File: src/rtl/alu_reduce_accum_pkg.sv
// alu_reduce_accum_pkg: shared reduction modes, FSM states and default widths
// Optional feature macro used by this slice: ALU_REDUCE_SAT_EN (saturating RED_SUM)
package alu_reduce_accum_pkg;
    localparam int DEF_DATA_W = 32;
    localparam int DEF_CNT_W  = 16;
    typedef enum logic [1:0] {
        RED_SUM   = 2'd0,
        RED_MIN   = 2'd1,
        RED_EQCNT = 2'd2
    } red_mode_t;
    typedef enum logic [1:0] {
        IDLE  = 2'd0,
        ACCUM = 2'd1,
        DONE  = 2'd2
    } red_state_t;
endpackage

File: src/rtl/alu_reduce_step.sv
// alu_reduce_step: one combinational reduction step (acc, data, eq, mode -> next_acc, carry)
// Ports: acc/data are the running value and the new ALU result, eq the ALU EQ flag,
// mode the reduction select (2'd3 treated as sum); carry flags a sum carry-out.
// Macro ALU_REDUCE_SAT_EN: sum clamps to all-ones on carry instead of wrapping.
module alu_reduce_step
    import alu_reduce_accum_pkg::*;
#(
    parameter int DATA_W = DEF_DATA_W
) (
    input  logic [DATA_W-1:0] acc,
    input  logic [DATA_W-1:0] data,
    input  logic              eq,
    input  logic [1:0]        mode,
    output logic [DATA_W-1:0] next_acc,
    output logic              carry
);
    logic [DATA_W:0]   sum;
    logic [DATA_W-1:0] eq_ext;
    logic [DATA_W-1:0] sum_val;
    logic              is_sum;
    assign sum    = {1'b0, acc} + {1'b0, data};
    assign eq_ext = {{(DATA_W-1){1'b0}}, eq};
    assign is_sum = (mode != RED_MIN) && (mode != RED_EQCNT);
`ifdef ALU_REDUCE_SAT_EN
    assign sum_val = sum[DATA_W] ? '1 : sum[DATA_W-1:0];
`else
    assign sum_val = sum[DATA_W-1:0];
`endif
    always_comb begin
        carry    = is_sum && sum[DATA_W];
        next_acc = (mode == RED_MIN)   ? ((data < acc) ? data : acc) :
                   (mode == RED_EQCNT) ? acc + eq_ext : sum_val;
    end
endmodule

File: src/rtl/alu_reduce_accum.sv
// alu_reduce_accum: folds a packet of ALU results into one sum / unsigned min / EQ count
// Ports: in_* is the ALU result beat stream (valid/ready, in_last ends a packet, mode
// sampled on the first beat); out_* presents data, beat count and sticky overflow with
// valid/ready; busy is high while a packet is open or a result is pending.
// Macro ALU_REDUCE_SAT_EN: saturating sum (handled in alu_reduce_step).
module alu_reduce_accum
    import alu_reduce_accum_pkg::*;
#(
    parameter int DATA_W = DEF_DATA_W,
    parameter int CNT_W  = DEF_CNT_W
) (
    input  logic              clk,
    input  logic              rst,
    input  logic              in_valid,
    output logic              in_ready,
    input  logic [DATA_W-1:0] in_data,
    input  logic              in_eq,
    input  logic              in_last,
    input  logic [1:0]        mode,
    output logic              out_valid,
    input  logic              out_ready,
    output logic [DATA_W-1:0] out_data,
    output logic [CNT_W-1:0]  out_count,
    output logic              out_ovf,
    output logic              busy
);
    red_state_t        state, state_n;
    logic [DATA_W-1:0] acc, step_acc, step_in;
    logic [CNT_W-1:0]  count;
    logic [1:0]        mode_q, step_mode;
    logic              ovf, carry, accept, idle;
    assign idle   = state == IDLE;
    assign accept = in_valid && in_ready;
    // First beat folds into the identity of the incoming mode so the step logic is shared.
    assign step_mode = idle ? mode : mode_q;
    assign step_in   = idle ? ((mode == RED_MIN) ? '1 : '0) : acc;
    alu_reduce_step #(.DATA_W(DATA_W)) u_step (
        .acc      (step_in),
        .data     (in_data),
        .eq       (in_eq),
        .mode     (step_mode),
        .next_acc (step_acc),
        .carry    (carry)
    );
    always_ff @(posedge clk or posedge rst) begin
        if (rst) state <= IDLE;
        else     state <= state_n;
    end
    always_comb begin
        state_n   = state;
        in_ready  = state != DONE;
        out_valid = state == DONE;
        busy      = state != IDLE;
        case (state)
            IDLE, ACCUM: state_n = accept ? (in_last ? DONE : ACCUM) : state;
            DONE:        state_n = out_ready ? IDLE : DONE;
            default:     state_n = IDLE;
        endcase
    end
    always_ff @(posedge clk or posedge rst) begin
        if (rst) begin
            acc    <= '0;
            count  <= '0;
            mode_q <= '0;
            ovf    <= 1'b0;
        end else if (accept) begin
            acc    <= step_acc;
            mode_q <= step_mode;
            count  <= idle ? CNT_W'(1) : (&count ? count : count + CNT_W'(1));
            ovf    <= !idle && (ovf || carry || &count);
        end
    end
    assign out_data  = acc;
    assign out_count = count;
    assign out_ovf   = ovf;
endmodule

File: config.mk
export PLATFORM = sky130hd
export DESIGN_NAME = alu_reduce_accum
export DESIGN_NICKNAME = d
export VERILOG_FILES = /design/src/rtl/alu_reduce_accum_pkg.sv /design/src/rtl/alu_reduce_step.sv /design/src/rtl/alu_reduce_accum.sv
export SDC_FILE = /design/constraint.sdc
export NUM_CORES = 1
export LEC_CHECK = 0
export ABC_AREA = 0
export CAP_MARGIN = 10
export CORE_MARGIN = 2
export CORE_UTILIZATION = 57
export CTS_CLUSTER_DIAMETER = 200
export DETAILED_ROUTE_END_ITERATION = 10
export GPL_TIMING_DRIVEN = 1
export PLACE_DENSITY = 0.87
export SETUP_SLACK_MARGIN = 0.15
export SKIP_LAST_GASP = 1
export SYNTH_ARGS = -nofsm -noshare
export SYNTH_HDL_FRONTEND = slang
export SYNTH_SLANG_ARGS = --single-unit
File: constraint.sdc
create_clock -name clk -period 5.76 [get_ports clk]
set_clock_uncertainty 0.2 [all_clocks]
set_input_delay 0.576 -clock clk [delete_from_list [all_inputs] [get_ports clk]]
set_output_delay 0.576 -clock clk [all_outputs]
set_load 0.02 [all_outputs]
Word-level counts from Yosys, hierarchy flattened
Cells that the tools add are included.
{"block": "word_totals", "word_cells": 43, "in_bits": 40, "regBits": 53, "output_inout_bits": 52}
{"block": "classes", "addsub": 3, "muxes": 12, "eq_ne": 10, "reduce_logical": 12, "magnitude_cmp": 1}
{"op": "$mux W32", "count": 5}
{"op": "$add A32 B32 Y33", "count": 1}
{"op": "$add A32 B1 Y32", "count": 1}
{"op": "$lt A32 B32 Y1", "count": 1}
{"op": "$mux W16", "count": 2}
{"op": "$add A16 B1 Y16 const B", "count": 1}
{"op": "$reduce_and A16 Y1", "count": 1}
{"op": "$mux W2", "count": 4}
{"op": "$ne A2 B2 Y1 const B", "count": 4}
{"op": "$eq A2 B1 Y1 const B", "count": 3}
{"op": "$eq A2 B2 Y1 const B", "count": 2}
{"op": "$logic_and A1 B1 Y1", "count": 4}
{"op": "$pmux W2 S2", "count": 1}
{"op": "$logic_not A2 Y1", "count": 1}
{"op": "$logic_or A1 B1 Y1", "count": 2}
{"op": "$ne A2 B1 Y1 const B", "count": 1}
{"op": "$reduce_and A2 Y1", "count": 1}
{"op": "$reduce_bool A2 Y1", "count": 1}
{"op": "$reduce_or A2 Y1", "count": 1}
{"op": "$logic_not A1 Y1", "count": 1}

Logic depth before layout (Yosys ltp)
{"block": "depth", "word_depth": 8, "depth_mapped": 20, "depth_no_buf": 15}

By module
From an unflattened synthesis, not the netlist that was laid out.
{"block": "unflattened", "cells_unflattened": 819, "area_unflattened_um2": 6582.6}
{"module": "alu_reduce_step", "n_inst": 1, "area_each_um2": 3882.5, "seq_area_each_um2": 0.0, "cells_per_inst": 582}
{"module": "alu_reduce_accum", "n_inst": 1, "area_each_um2": 2700.1, "seq_area_each_um2": 1326.3, "cells_per_inst": 237}

Least setup slack after synthesis
No wires, ideal clock.
{"block": "synth_path", "path_type": "register to register", "startpoint": "register state[1]", "endpoint": "register acc[28] (netlist: out_data[28])", "path_stages_with_launch": 19, "n_path_buf": 3, "setup_time_ns": 0.104, "arrival_ns": 4.071, "setup_slack_ns": 1.385, "cell_sequence": "dfrtp_1 > buf_2 > nor2_1 > inv_1 > clkbuf_1 > clkbuf_1 > nand2_1 > nand2_1 > ha_1 > fa_1 > a211oi_1 > o21ai_1 > o221ai_1 > a211oi_1 > o31ai_1 > nand2b_1 > and3_1 > mux2_2 > a221oi_1"}
{"block": "synth_between", "elab_chain_len": 5}
{"element": "start, declared", "line_no": "alu_reduce_accum.sv:27", "text": "red_state_t state, state_n;"}
{"element": "start signal, assigned", "line_no": "alu_reduce_accum.sv:47", "text": "else state <= state_n;"}
{"element": "$logic_not A2 Y1", "line_no": "alu_reduce_accum.sv:32", "text": "assign idle = state == IDLE;"}
{"element": "$mux W32 / $mux W2 (equally long branches)", "line_no": "alu_reduce_accum.sv:36, alu_reduce_accum.sv:35"}
{"element": "$add A32 B32 Y33, or another cell as far along", "line_no": "alu_reduce_step.sv:21", "text": "assign sum = {1'b0, acc} + {1'b0, data};"}
{"element": "$mux W32, on equally long branches", "line_no": "alu_reduce_step.sv:32, alu_reduce_step.sv:31"}
{"element": "$mux W32", "line_no": "alu_reduce_step.sv:31", "text": "next_acc = (mode == RED_MIN) ? ((data < acc) ? data : acc) :"}
{"element": "end signal, assigned", "line_no": "alu_reduce_accum.sv:67", "text": "acc <= step_acc;"}
{"element": "end, declared", "line_no": "alu_reduce_accum.sv:28", "text": "logic [DATA_W-1:0] acc, step_acc, step_in;"}
Parallel ways exist; a longest one is shown, timed or not.
A chain may end at the register's enable or synchronous reset.

Worst setup path after layout
Same ends and word-level chain as after synthesis.

==> impl_metrics.csv <==
group,metric,value,unit
die,core.rowCount,39,
placement,dpl.cell_count,1064,
routing,met3WireLength,2290,um
timing,fin_crit,4.71,ns
power_and_ir_drop,p_sw_frac,0.510,
timing,slew-limit-headroom,0.342,
logic_synthesis,synthArstFlopShare,1.00,
setup_path,end_kind,"register",
global_route,grt.overflow.total,0,
placement,post_dp_cell_area,7590,sq um
placement,port_buffers,91,
routing,drt_iter0_drc,780,
logic_synthesis,syn_area,6540,sq um
setup_path,rr_worst_depth,17,
timing,maxSlewViolCount,0,
final_layout,nNetsFinal,1041,
logic_synthesis,yosys_warnings,0,
routing,wl_per_cell,19.7,um
placement,hpwlAfterDp,15500,um
setup_path,worstPathArrival,4.73,ns
setup_path,start_kind,"register",
power_and_ir_drop,p_seq_frac,0.209,
final_layout,final_cells,1072,
timing,finalCritPeriodShare,0.818,
logic_synthesis,synthFlopType,"dfrtp_1",
setup_path,r2r-start,"state[1]",
routing,met2_length,9270,um
routing,routed_wl,21100,um
hold_path,hold_start,"mode_q[0]",
routing,drc,0,
power_and_ir_drop,ir_worst_vdd,0.274,mV
power_and_ir_drop,switchingPower,0.00169,W
hold_path,min_to,"mode_q[0]",
clock_tree,cts_tree,"done",
final_layout,antenna_cells,0,
setup_path,required,5.77,ns
clock_tree,post_cts_buffers,0,
routing,vias_per_cell,6.51,
hold_path,hold_depth,2,
die,core_area,11300,sq um
global_route,grt_pass1_vias,6583,
die,die_w,111,um
global_route,antenna_found_initial,0,
final_layout,layout-drive-gt1-share,0.0667,
power_and_ir_drop,p_per_area,429,nW/um^2
flow_run,maxCapViolations,0,
hold_path,min_path_type,"register to register",
power_and_ir_drop,p_comb_frac,0.692,
clock_tree,cts_made_buffers,5,
setup_path,reg2reg_to,"out_data[28]",
logic_synthesis,ys_ff_latch,53,
clock_tree,hold_buffers,0,
logic_synthesis,synth_top_area_frac,0.203,
logic_synthesis,synth-edff-count,0,
die,io_pins,92,
routing,wirelength_met1,8600,um
global_route,grt_first_pass_wirelength,34100,um
timing,tightest_slew,0.976,ns
final_layout,design_area,7740,sq um
clock_tree,cts_buffer_depth,2,
setup_path,critPathMaxFanout,19,
die,initial_utilization,0.578,
clock_tree,numClockSinks,53,
status,status,"completed",
timing,setup_tns,0,ns
clock_tree,clk_pin_slew,0.08,ns
logic_synthesis,syn_area_per_cell,7.64,sq um
logic_synthesis,syn-num-nets,969,
clock_tree,insertion_delay,0.31,ns
die,die_h,111,um
logic_synthesis,synthDistinctLibCells,70,
logic_synthesis,synth.area.top_cells,"dfrtp_1 (20%), ha_1 (14%), a21oi_1 (6.0%)",
power_and_ir_drop,leakage,3.45,nW
clock_tree,htreeDepth,2,
power_and_ir_drop,clock_power_share,0.099,
placement,gp_congestion,1.01,
timing,max_freq,212,MHz
power_and_ir_drop,internal_power,0.00163,W
timing,rsz0062_at_grt,"false",
final_layout,syn_to_final_growth,18.4,%
final_layout,n_fill_cell,964,
routing,vias,6981,
logic_synthesis,syn_inst,856,
timing,hold_viol,0,
logic_synthesis,yosys.area.top_type,"dfrtp_1",
routing,ant_nets,0,
logic_synthesis,yosysSeqAreaShare,0.203,
timing,setup_viol,0,
power_and_ir_drop,power,0.00332,W
clock_tree,cts-resized-gates,0,
setup_path,r2r_slack,1.05,ns
die,dieArea,12300,sq um
routing,dr.max_layer_used,"met4",
final_layout,post-route-util,0.684,
routing,drt-pass1-iter-count,5,
setup_path,critical_path_class,"register to register",
global_route,grt.total_usage,0.339,
global_route,grt_max_degree,54,
clock_tree,ctsRootBufferMaster,"clkbuf_16",
-- logic make-up after synthesis --
group                      synth area share
xor gates and xnor gates             0.0790
muxes                                0.0583
adders and majority gates             0.141
and+or+nand+nor                       0.208
buffers and inverters                0.0599
AOI/OAI and AO/OA                     0.251
DFF                                   0.203
-- metal layers --
metal,track usage,vias up
li1,-,3213
met1,0.465,3236
met2,0.535,447
met3,0.0590,85
met4,0.136,0
met5,0,-
-- worst max-delay path by stage --
stage / startpoint / end / slack (ns) / depth (start not counted)
after floorplan: state[1] / out_data[28] / 1.39 / 18
after global placement: mode[1] / out_data[28] / 0.91 / 15
final: state[1] / out_data[28] / 1.05 / 17
after CTS: state[1] / out_data[28] / 1.09 / 17
after detailed placement: mode[1] / out_data[28] / 0.85 / 15
after global routing: state[1] / out_data[28] / 0.62 / 17
-- per-stage QoR --
stage / setup slack [ns] / hold WS (ns)
CTS: 1.09 / 0.292
global route: 0.615 / 0.313
global placement: 0.914 / 0.264
finish: 1.05 / 0.293
floorplan: 1.39 / 0.250
detailed placement: 0.851 / 0.274
-- cell usage in the layout (no fill, tap or decap), types with 24 or more instances in the layout --
cell type,instances
nor2_1,72
ha_1,72
clkdlybuf4s50_1,91
nand2_1,104
dfrtp_1,53
o21ai_0,53
xnor2_1,41
nand3_1,24
inv_1,57
a21oi_1,79
-- synth_stat cells (3+ instances only) --
cell type / n
xnor2_1: 41
xor2_1: 18
inv_1: 58
nor2_1: 72
o21a_1: 3
clkbuf_1: 29
o22ai_1: 8
and4_1: 3
nand4_1: 14
nor3_1: 10
dfrtp_1: 53
o211ai_1: 8
a31oi_1: 5
a222oi_1: 4
a211oi_1: 10
and3_1: 11
a221o_1: 4
mux2i_1: 19
o221ai_1: 8
o21bai_1: 12
o2111ai_1: 3
or3_1: 7
o21ai_0: 53
mux2_2: 17
nand2_1: 104
buf_2: 9
a31o_2: 3
a221oi_1: 8
nand2b_1: 4
nand3_1: 24
nor4_1: 9
a21oi_1: 79
o31ai_1: 5
a21o_1: 13
and2_1: 11
ha_1: 72
-- power by group through the flow --
stage          sequential [W]  combinational (W)  clock, W
6_report             0.000694            0.00230  0.000329
5_1_grt              0.000708            0.00249  0.000351
4_1_cts              0.000683            0.00225  0.000333
3_5_place_dp         0.000690            0.00223         0
3_3_place_gp         0.000687            0.00220         0
2_1_floorplan        0.000781            0.00142         0
-- cell type report --
type                    count  area, sq um  share of cell area
repair buffers            107         1040               0.135
flip-flops and latches     53         1330               0.171
multi-input cells         703         4830               0.623
clock buffers               5          125              0.0162
well taps                 143          179              0.0231
inverters                  58          218              0.0281
clock inverters             3         25.0             0.00323
-- state kept, by name (all words and copies together) (netlist names) --
signal     cells
mode_q         2
out_count     16
out_data      32
out_ovf        1
state          2
-- critical path: stages (launching register included) --
cell and delay, ns:
dfrtp_1 0.36, buf_4 0.18, nor2_1 0.24, inv_1 0.22
buf_4 0.27, nand2_1 0.09, nand2_1 0.11, ha_1 0.24
fa_1 0.43, a211oi_1 0.25, o21ai_1 0.20, o221ai_1 0.37
a211oi_1 0.16, o31ai_1 0.44, nand2b_1 0.20, and3_1 0.19
mux2_2 0.26, a221oi_1 0.23
Power figures use the tool's default switching activity.
